### config.mk
export PLATFORM = sky130hd
export DESIGN_NAME = signal_history_tracker_flat
export DESIGN_NICKNAME = d
export VERILOG_FILES = /design/src/rtl/signal_history_tracker_if.sv /design/src/rtl/signal_history_tracker.sv /design/src/flat_wrapper.sv
export SDC_FILE = /design/constraint.sdc
export NUM_CORES = 1
export LEC_CHECK = 0
export CAP_MARGIN = 20
export CORE_MARGIN = 2
export CORE_UTILIZATION = 63
export CTS_CLUSTER_DIAMETER = 60
export DETAILED_ROUTE_END_ITERATION = 16
export DONT_BUFFER_PORTS = 1
export GPL_TIMING_DRIVEN = 0
export PLACE_DENSITY_LB_ADDON = 0.25
export SLEW_MARGIN = 15
export SYNTH_ARGS = -nofsm -noshare
export SYNTH_HDL_FRONTEND = slang
export SYNTH_SLANG_ARGS = --single-unit
### constraint.sdc
create_clock -name clk -period 4.85 [get_ports clk]
set_clock_uncertainty 0.2 [all_clocks]
set_input_delay 0.97 -clock clk [delete_from_list [all_inputs] [get_ports clk]]
set_output_delay 0.97 -clock clk [all_outputs]
set_load 0.02 [all_outputs]
### src/rtl/signal_history_tracker_if.sv
// Bundle of the sample feed, the query request and the query response of
// signal_history_tracker.
//   master : the feeder/querier (drives counter, tracked_signal, req_*).
//   slave  : the tracker (drives req_ready, rsp_*).
// Parameters must match those given to the tracker instance.
interface signal_history_tracker_if #(
  parameter int unsigned TRACKED_SIGNAL_WIDTH = 1,
  parameter int unsigned NUM_CHANNELS         = 2,
  parameter int unsigned HISTORY_DEPTH        = 16
);
  localparam int unsigned W  = TRACKED_SIGNAL_WIDTH;
  localparam int unsigned CW = (NUM_CHANNELS > 1) ? $clog2(NUM_CHANNELS) : 1;
  localparam int unsigned DW = $clog2(HISTORY_DEPTH);

  logic [31:0]               counter;
  logic [NUM_CHANNELS*W-1:0] tracked_signal;

  logic                      req_valid;
  logic                      req_ready;
  logic                      req_mode;
  logic [CW-1:0]             req_channel;
  logic [DW:0]               req_cycles_back;
  logic [W-1:0]              req_value;

  logic                      rsp_valid;
  logic                      rsp_found;
  logic [W-1:0]              rsp_signal;
  logic signed [31:0]        rsp_time_start;
  logic signed [31:0]        rsp_time_end;

  modport master (
    output counter, tracked_signal,
    output req_valid, req_mode, req_channel, req_cycles_back, req_value,
    input  req_ready,
    input  rsp_valid, rsp_found, rsp_signal, rsp_time_start, rsp_time_end
  );

  modport slave (
    input  counter, tracked_signal,
    input  req_valid, req_mode, req_channel, req_cycles_back, req_value,
    output req_ready,
    output rsp_valid, rsp_found, rsp_signal, rsp_time_start, rsp_time_end
  );
endinterface

### src/rtl/signal_history_tracker.sv
// signal_history_tracker
// Keeps a circular history of the last HISTORY_DEPTH samples of NUM_CHANNELS
// channels, each tagged with the free-running counter, and answers queries:
//   VALUE_FIND (mode 0): channel value req_cycles_back samples ago.
//   TIME_TEST  (mode 1): start/end timestamps of the newest contiguous run in
//                        which the channel equalled req_value.
// Ports:
//   clk   : clock
//   rst_n : asynchronous active-low reset
//   bus   : slave modport of signal_history_tracker_if (samples, request,
//           one-cycle response pulse without back-pressure)
module signal_history_tracker #(
  parameter int unsigned TRACKED_SIGNAL_WIDTH = 1,
  parameter int unsigned NUM_CHANNELS         = 2,
  parameter int unsigned HISTORY_DEPTH        = 16
) (
  input  logic                      clk,
  input  logic                      rst_n,
  signal_history_tracker_if.slave   bus
);
  localparam int unsigned W  = TRACKED_SIGNAL_WIDTH;
  localparam int unsigned CW = (NUM_CHANNELS > 1) ? $clog2(NUM_CHANNELS) : 1;
  localparam int unsigned DW = $clog2(HISTORY_DEPTH);

  typedef enum logic [2:0] {
    StIdle,
    StRead,
    StScanMatch,
    StScanRun,
    StDone
  } state_e;

  state_e state_q, state_d;

  // History storage; contents need no reset, fill_q says what is valid.
  logic [NUM_CHANNELS*W-1:0] sig_mem [HISTORY_DEPTH];
  logic [31:0]               ts_mem  [HISTORY_DEPTH];

  logic [DW-1:0] wr_ptr_q, wr_ptr_d;
  logic [DW:0]   fill_q, fill_d;
  logic          cap_en;

  // Request fields latched on acceptance.
  logic          mode_q, mode_d;
  logic          bad_q, bad_d;
  logic [CW-1:0] chan_q, chan_d;
  logic [DW:0]   back_q, back_d;
  logic [W-1:0]  value_q, value_d;

  // Scan progress and result.
  logic [DW-1:0] age_q, age_d;
  logic          found_q, found_d;
  logic [31:0]   start_q, start_d;
  logic [31:0]   end_q, end_d;

  // Registered response.
  logic          rsp_valid_q, rsp_valid_d;
  logic          rsp_found_q, rsp_found_d;
  logic [W-1:0]  rsp_signal_q, rsp_signal_d;
  logic [31:0]   rsp_start_q, rsp_start_d;
  logic [31:0]   rsp_end_q, rsp_end_d;

  // Read port shared by READ (age = cycles back) and the scan states.
  logic [DW-1:0]             rd_age;
  logic [DW-1:0]             rd_idx;
  logic [NUM_CHANNELS*W-1:0] rd_word;
  logic [31:0]               rd_ts;
  logic [W-1:0]              rd_val;
  logic                      rd_last;
  logic                      rd_match;
  logic                      vf_found;
  logic                      req_bad;

  // Frozen from the edge after a TIME_TEST acceptance through its response edge.
  assign cap_en = (state_q == StIdle) || ((state_q == StRead) && !mode_q);

  assign rd_age  = (state_q == StRead) ? back_q[DW-1:0] : age_q;
  // Age 0 is the newest entry, one behind the write pointer.
  assign rd_idx  = wr_ptr_q - DW'(1) - rd_age;
  assign rd_word = sig_mem[rd_idx];
  assign rd_ts   = ts_mem[rd_idx];

  always_comb begin
    rd_val = '0;
    for (int c = 0; c < NUM_CHANNELS; c++) begin
      if (CW'(c) == chan_q) rd_val = rd_word[c*W +: W];
    end
  end

  assign rd_match = (rd_val == value_q);
  assign rd_last  = ({1'b0, age_q} == (fill_q - (DW+1)'(1)));
  assign vf_found = !bad_q && (back_q < fill_q);
  assign req_bad  = 32'(bus.req_channel) >= NUM_CHANNELS;

  always_ff @(posedge clk) begin
    if (cap_en) begin
      sig_mem[wr_ptr_q] <= bus.tracked_signal;
      ts_mem[wr_ptr_q]  <= bus.counter;
    end
  end

  always_comb begin
    wr_ptr_d = wr_ptr_q;
    fill_d   = fill_q;
    if (cap_en) begin
      wr_ptr_d = wr_ptr_q + DW'(1);
      if (fill_q != (DW+1)'(HISTORY_DEPTH)) fill_d = fill_q + (DW+1)'(1);
    end
  end

  always_comb begin
    state_d      = state_q;
    mode_d       = mode_q;
    bad_d        = bad_q;
    chan_d       = chan_q;
    back_d       = back_q;
    value_d      = value_q;
    age_d        = age_q;
    found_d      = found_q;
    start_d      = start_q;
    end_d        = end_q;
    rsp_valid_d  = 1'b0;
    rsp_found_d  = rsp_found_q;
    rsp_signal_d = rsp_signal_q;
    rsp_start_d  = rsp_start_q;
    rsp_end_d    = rsp_end_q;

    unique case (state_q)
      StIdle: begin
        if (bus.req_valid) begin
          mode_d  = bus.req_mode;
          bad_d   = req_bad;
          chan_d  = bus.req_channel;
          back_d  = bus.req_cycles_back;
          value_d = bus.req_value;
          age_d   = '0;
          found_d = 1'b0;
          start_d = '1;
          end_d   = '1;
          state_d = (req_bad || !bus.req_mode) ? StRead : StScanMatch;
        end
      end
      StRead: begin
        rsp_valid_d  = 1'b1;
        rsp_found_d  = vf_found;
        rsp_signal_d = vf_found ? rd_val : '0;
        rsp_start_d  = '1;
        rsp_end_d    = '1;
        state_d      = StIdle;
      end
      StScanMatch: begin
        if (fill_q == '0) begin
          state_d = StDone;
        end else if (rd_match) begin
          found_d = 1'b1;
          end_d   = rd_ts;
          start_d = rd_ts;
          if (rd_last) begin
            state_d = StDone;
          end else begin
            age_d   = age_q + DW'(1);
            state_d = StScanRun;
          end
        end else if (rd_last) begin
          state_d = StDone;
        end else begin
          age_d = age_q + DW'(1);
        end
      end
      StScanRun: begin
        if (rd_match) begin
          start_d = rd_ts;
          if (rd_last) state_d = StDone;
          else         age_d   = age_q + DW'(1);
        end else begin
          state_d = StDone;
        end
      end
      StDone: begin
        rsp_valid_d  = 1'b1;
        rsp_found_d  = found_q;
        rsp_signal_d = '0;
        rsp_start_d  = start_q;
        rsp_end_d    = end_q;
        state_d      = StIdle;
      end
      default: state_d = StIdle;
    endcase
  end

  always_ff @(posedge clk or negedge rst_n) begin
    if (!rst_n) begin
      state_q      <= StIdle;
      wr_ptr_q     <= '0;
      fill_q       <= '0;
      mode_q       <= 1'b0;
      bad_q        <= 1'b0;
      chan_q       <= '0;
      back_q       <= '0;
      value_q      <= '0;
      age_q        <= '0;
      found_q      <= 1'b0;
      start_q      <= '1;
      end_q        <= '1;
      rsp_valid_q  <= 1'b0;
      rsp_found_q  <= 1'b0;
      rsp_signal_q <= '0;
      rsp_start_q  <= '1;
      rsp_end_q    <= '1;
    end else begin
      state_q      <= state_d;
      wr_ptr_q     <= wr_ptr_d;
      fill_q       <= fill_d;
      mode_q       <= mode_d;
      bad_q        <= bad_d;
      chan_q       <= chan_d;
      back_q       <= back_d;
      value_q      <= value_d;
      age_q        <= age_d;
      found_q      <= found_d;
      start_q      <= start_d;
      end_q        <= end_d;
      rsp_valid_q  <= rsp_valid_d;
      rsp_found_q  <= rsp_found_d;
      rsp_signal_q <= rsp_signal_d;
      rsp_start_q  <= rsp_start_d;
      rsp_end_q    <= rsp_end_d;
    end
  end

  assign bus.req_ready      = (state_q == StIdle);
  assign bus.rsp_valid      = rsp_valid_q;
  assign bus.rsp_found      = rsp_found_q;
  assign bus.rsp_signal     = rsp_signal_q;
  assign bus.rsp_time_start = rsp_start_q;
  assign bus.rsp_time_end   = rsp_end_q;
endmodule
### src/flat_wrapper.sv
// flat-port wrapper written by rule: the top's interface ports become plain ports
module signal_history_tracker_flat 
#(
  parameter int unsigned TRACKED_SIGNAL_WIDTH = 1,
  parameter int unsigned NUM_CHANNELS         = 2,
  parameter int unsigned HISTORY_DEPTH        = 16
)
  (clk, rst_n, bus_counter, bus_tracked_signal, bus_req_valid, bus_req_mode, bus_req_channel, bus_req_cycles_back, bus_req_value, bus_req_ready, bus_rsp_valid, bus_rsp_found, bus_rsp_signal, bus_rsp_time_start, bus_rsp_time_end);
  signal_history_tracker_if #(.TRACKED_SIGNAL_WIDTH(TRACKED_SIGNAL_WIDTH), .NUM_CHANNELS(NUM_CHANNELS), .HISTORY_DEPTH(HISTORY_DEPTH)) bus_i ();
  input  logic clk;
  input  logic rst_n;
  input wire logic [$bits(bus_i.counter)-1:0] bus_counter;
  input wire logic [$bits(bus_i.tracked_signal)-1:0] bus_tracked_signal;
  input wire logic [$bits(bus_i.req_valid)-1:0] bus_req_valid;
  input wire logic [$bits(bus_i.req_mode)-1:0] bus_req_mode;
  input wire logic [$bits(bus_i.req_channel)-1:0] bus_req_channel;
  input wire logic [$bits(bus_i.req_cycles_back)-1:0] bus_req_cycles_back;
  input wire logic [$bits(bus_i.req_value)-1:0] bus_req_value;
  output wire logic [$bits(bus_i.req_ready)-1:0] bus_req_ready;
  output wire logic [$bits(bus_i.rsp_valid)-1:0] bus_rsp_valid;
  output wire logic [$bits(bus_i.rsp_found)-1:0] bus_rsp_found;
  output wire logic [$bits(bus_i.rsp_signal)-1:0] bus_rsp_signal;
  output wire logic [$bits(bus_i.rsp_time_start)-1:0] bus_rsp_time_start;
  output wire logic [$bits(bus_i.rsp_time_end)-1:0] bus_rsp_time_end;
  assign bus_i.counter = bus_counter;
  assign bus_i.tracked_signal = bus_tracked_signal;
  assign bus_i.req_valid = bus_req_valid;
  assign bus_i.req_mode = bus_req_mode;
  assign bus_i.req_channel = bus_req_channel;
  assign bus_i.req_cycles_back = bus_req_cycles_back;
  assign bus_i.req_value = bus_req_value;
  assign bus_req_ready = bus_i.req_ready;
  assign bus_rsp_valid = bus_i.rsp_valid;
  assign bus_rsp_found = bus_i.rsp_found;
  assign bus_rsp_signal = bus_i.rsp_signal;
  assign bus_rsp_time_start = bus_i.rsp_time_start;
  assign bus_rsp_time_end = bus_i.rsp_time_end;
  signal_history_tracker #(.TRACKED_SIGNAL_WIDTH(TRACKED_SIGNAL_WIDTH), .NUM_CHANNELS(NUM_CHANNELS), .HISTORY_DEPTH(HISTORY_DEPTH)) u_core (.clk(clk), .rst_n(rst_n), .bus(bus_i));
endmodule
==> key figures <==
Global route
  • Maximum number of pins on one net before global-route repair: 130
  • Global-route wire length before repair: 92100 µm
  • Via count of the first global-routing pass: 14900
  • Antenna violations before repair: 0
  • Overall Global Routing Usage: 28.3%
  • Global route overflow: 0

Yosys
  • Library cells used by synthesis: 46
  • Top-area cell type share of the netlist area: 59.3%
  • Compound-gate portion of the synthesized area: 3.25%
  • Synthesized-area fraction occupied by and/or/nand/nor cells: 5.43%
  • Mux share of post-synthesis cell area: 14.3%
  • Count of state elements after synthesis: 700
  • Number of enable-type register cells in the synthesized netlist: 544
  • Netlist Area Pre-Place: 0.0275 mm²
  • Mean post-synth cell area: 18.1 µm²
  • Fraction of synthesis flops using an asynchronous set or reset pin: 22.3%
  • Most instantiated library cell after synthesis: sky130_fd_sc_hd__edfxtp_1
  • Xor and xnor fraction of the mapped netlist area: 0.554%
  • Synth area leaders: sky130_fd_sc_hd__edfxtp_1 59%, sky130_fd_sc_hd__dfstp_2 12%, sky130_fd_sc_hd__mux4_2 11%, sky130_fd_sc_hd__nand2_1 3.1%, sky130_fd_sc_hd__dfrtp_1 2.5%
  • Leading post-synthesis cells by instance count: 544 x sky130_fd_sc_hd__edfxtp_1, 231 x sky130_fd_sc_hd__nand2_1, 136 x sky130_fd_sc_hd__mux4_2, 128 x sky130_fd_sc_hd__dfstp_2, 64 x sky130_fd_sc_hd__o22a_1
  • Synthesized netlist cell count: 1518
  • YS warnings: 0
  • Post-synth top flop: sky130_fd_sc_hd__edfxtp_1
  • Syn_nets: 1579
  • Adder-cell share of the synthesized area: 0.754%
  • Sequential-to-total area share from yosys stat: 74.1%
  • Largest area contributor in the netlist: sky130_fd_sc_hd__edfxtp_1
  • Dominant combinational cell family by area after synthesis: multiplexers

Timing
  • Worst-Margin Slew: 1130 ps
  • Final hold violation count: 0
  • Final Worst Setup Slack: 147 ps
  • Final setup violation count: 0
  • Hold Slack: 7.14 ps
  • Final sum of negative setup slack: 0 ps
  • Portion of the clock cycle consumed by the worst path in the final layout: 97.0%
  • Highest attainable clock frequency: 213 MHz
  • Post-route minimum period: 4700 ps
  • Headroom to the max-slew limit: 24.4%
  • Max-slew violation count: 0

Floorplan
  • Number of primary I/O pins: 113
  • Placeable core region: 0.0431 mm²
  • Die ar.: 0.0454 mm²
  • Number of rows created at floorplan: 76
  • Overall die height: 213 µm
  • Starting Density: 63.9%
  • Horizontal die dimension: 213 µm

Layout
  • Synth-to-layout area growth: 13.9%
  • Area of combinational cells with multiple inputs: 0.00681 mm²
  • Diodes inserted: 0
  • Finished Layout Cells: 2261
  • Fill cell count: 2474
  • Layout cell share with drive strength beyond 1: 29.7%
  • # nets final: 1688
  • Sequential cell area: 0.0204 mm²

Clocking
  • Total number of H-tree levels: 3
  • Clock edge transition at the registers on the reported setup and hold paths: 60 ps
  • Number of buffers inserted by post-CTS setup repair: 0
  • CTS buffer count: 69
  • Clock tree from TritonCTS: yes
  • Root Buffer: sky130_fd_sc_hd__clkbuf_16
  • Clock buffer depth: 3
  • Clk_lat worst skew: 620 ps
  • Number of sinks on the clock net: 700

Detailed routing
  • Vias after detailed routing: 14400
  • Detail-routed via count per cell: 6.36
  • Total wire length: 62100 µm
  • 1st-iter DRT viols: 1546
  • Average wire per standard cell: 27.5 µm
  • Number of iterations in the first detailed-routing pass: 5
  • Number of antenna-violating nets in the routed design: 0
  • Count of unresolved DRC violations after routing: 0

Place
  • HPWL after detailed placement: 39300 µm
  • Placer congestion estimate: 0.824
  • Pre-CTS setup slack: -667 ps
  • Number of placed cells counting well taps: 2141
  • Port bufs: 0

Flow run
  • Max capacitance violation total: 0

Worst setup path
  • Critical-path maximum fanout: 10
  • Crit path capture type: flip-flop
  • Launching point of the worst reg2reg path: u_core.state_q[2]$_DFFE_PN0N_
  • CP startpoint kind: flip-flop
  • Beginning of the critical path: u_core.state_q[2]$_DFFE_PN0N_
  • Required time of the worst setup path: 5190 ps
  • CP arrival: 5040 ps
  • Critical setup path kind: flip-flop to flip-flop

Min path
  • Worst min path class: input pin to async pin

Run status
  • Result of the run: finished clean
[cells by family (layout without fill, tap and decap cells)]
logic type                 after synthesis  count (layout)
muxes                                  208             208
xor gates and xnor gates                15              15
adders and majority gates               16              16
and+or+nand+nor                        358             358
AOI/OAI and AO/OA                      122             122
buffers and inverters                   99             257
DFF                                    700             700
[final cells by class]
type	count	area share (%)
plain buffers	87	1.29
well taps	585	2.34
flip-flops and latches	700	65.1
clock buffers	82	6.00
inverters	11	0.132
repair buffers	39	2.26
clock inverters	38	1.17
multi-input cells	719	21.7
[worst paths after layout]
check	endpoint	slack [ps]	cells after the start
max reg2reg	u_core.start_q[31]$_DFFE_PN1P_	150	13
min reg2reg	u_core.mode_q$_DFFE_PN0P_	280	2
min in group clk	u_core.ts_mem[1][23]$_DFFE_PP_	250	0
max	u_core.start_q[31]$_DFFE_PN1P_	150	13
min	u_core.bus.rsp_valid$_DFF_PN0_	7	1
max in group asynchronous	u_core.fill_q[0]$_DFFE_PN0P_	4270	1
[timing repair]
item                       4_1_cts  5_1_grt
resized for setup               19        9
setup endpoints to repair       64       29
hold endpoints to repair        28        0
hold buffers                     1        0
[registers in the layout, summed over array words and instances, names as in the netlist]
signal,cells
u_core.ts_mem,512
u_core.bus.rsp_time_end,32
u_core.bus.rsp_time_start,32
u_core.end_q,32
u_core.sig_mem,32
u_core.start_q,32
u_core.back_q,5
u_core.fill_q,5
u_core.age_q,4
u_core.wr_ptr_q,4
u_core.state_q,3
u_core.bus.rsp_found,1
u_core.bus.rsp_signal,1
u_core.bus.rsp_valid,1
u_core.chan_q,1
u_core.found_q,1
u_core.mode_q,1
u_core.value_q,1
[routing by layer]
metal | global-route usage [%] | wire [µm] | vias up
met5 | 0 | 0 | -
met4 | 11.9 | 2190 | 0
met3 | 7.66 | 6380 | 146
met2 | 45.7 | 30200 | 800
met1 | 36.7 | 23300 | 7341
li1 | - | - | 6087
[per-stage QoR]
| stage | cell area (µm²) | util, % |
|---|---|---|
| 2_1_floorplan | 27500 | - |
| 6_report | 31300 | 72.8 |
| 3_5_place_dp | 29100 | 67.5 |
| 3_3_place_gp | 28300 | 65.6 |
| 4_1_cts | 31300 | 72.8 |
| 5_1_grt | 31300 | 72.8 |
[critical path: stages, from the launching register on]
cell	delay [ps]
sky130_fd_sc_hd__dfrtp_1	350
sky130_fd_sc_hd__buf_2	170
sky130_fd_sc_hd__nor3b_4	360
sky130_fd_sc_hd__mux2i_1	170
sky130_fd_sc_hd__ha_1	250
sky130_fd_sc_hd__fa_2	400
sky130_fd_sc_hd__xnor2_1	440
sky130_fd_sc_hd__clkbuf_1	820
sky130_fd_sc_hd__clkbuf_1	680
sky130_fd_sc_hd__nand2_1	140
sky130_fd_sc_hd__nand3_1	140
sky130_fd_sc_hd__o21ai_1	240
sky130_fd_sc_hd__nand2_1	140
sky130_fd_sc_hd__mux2_4	140
[cells in the final DEF, fill, tap and decap left out, types with 3 or more instances in the layout]
cell	instances
sky130_fd_sc_hd__nor2_4	12
sky130_fd_sc_hd__a21o_1	6
sky130_fd_sc_hd__nand3_1	43
sky130_fd_sc_hd__mux2i_1	39
sky130_fd_sc_hd__o21ai_0	25
sky130_fd_sc_hd__nand4_1	5
sky130_fd_sc_hd__bufinv_16	6
sky130_fd_sc_hd__nor2_1	36
sky130_fd_sc_hd__nor3_1	6
sky130_fd_sc_hd__nand2b_1	7
sky130_fd_sc_hd__nand2_1	231
sky130_fd_sc_hd__clkbuf_16	73
sky130_fd_sc_hd__o21ai_1	10
sky130_fd_sc_hd__xnor2_1	10
sky130_fd_sc_hd__buf_1	6
sky130_fd_sc_hd__clkbuf_1	48
sky130_fd_sc_hd__edfxtp_1	544
sky130_fd_sc_hd__buf_4	18
sky130_fd_sc_hd__buf_2	21
sky130_fd_sc_hd__nor2b_1	5
sky130_fd_sc_hd__a21oi_1	6
sky130_fd_sc_hd__clkinvlp_2	3
sky130_fd_sc_hd__mux2_4	30
sky130_fd_sc_hd__xor2_1	3
sky130_fd_sc_hd__dfrtp_1	28
sky130_fd_sc_hd__dfstp_2	128
sky130_fd_sc_hd__clkbuf_2	13
sky130_fd_sc_hd__clkinv_2	12
sky130_fd_sc_hd__inv_1	11
sky130_fd_sc_hd__buf_6	6
sky130_fd_sc_hd__ha_1	15
sky130_fd_sc_hd__nor3_2	4
sky130_fd_sc_hd__buf_16	19
sky130_fd_sc_hd__clkinv_1	10
sky130_fd_sc_hd__o22a_1	64
sky130_fd_sc_hd__inv_6	4
sky130_fd_sc_hd__mux4_2	136
Power is not shown: default switching activity piles up to over one toggle a cycle in this logic, so the estimate is an artifact.
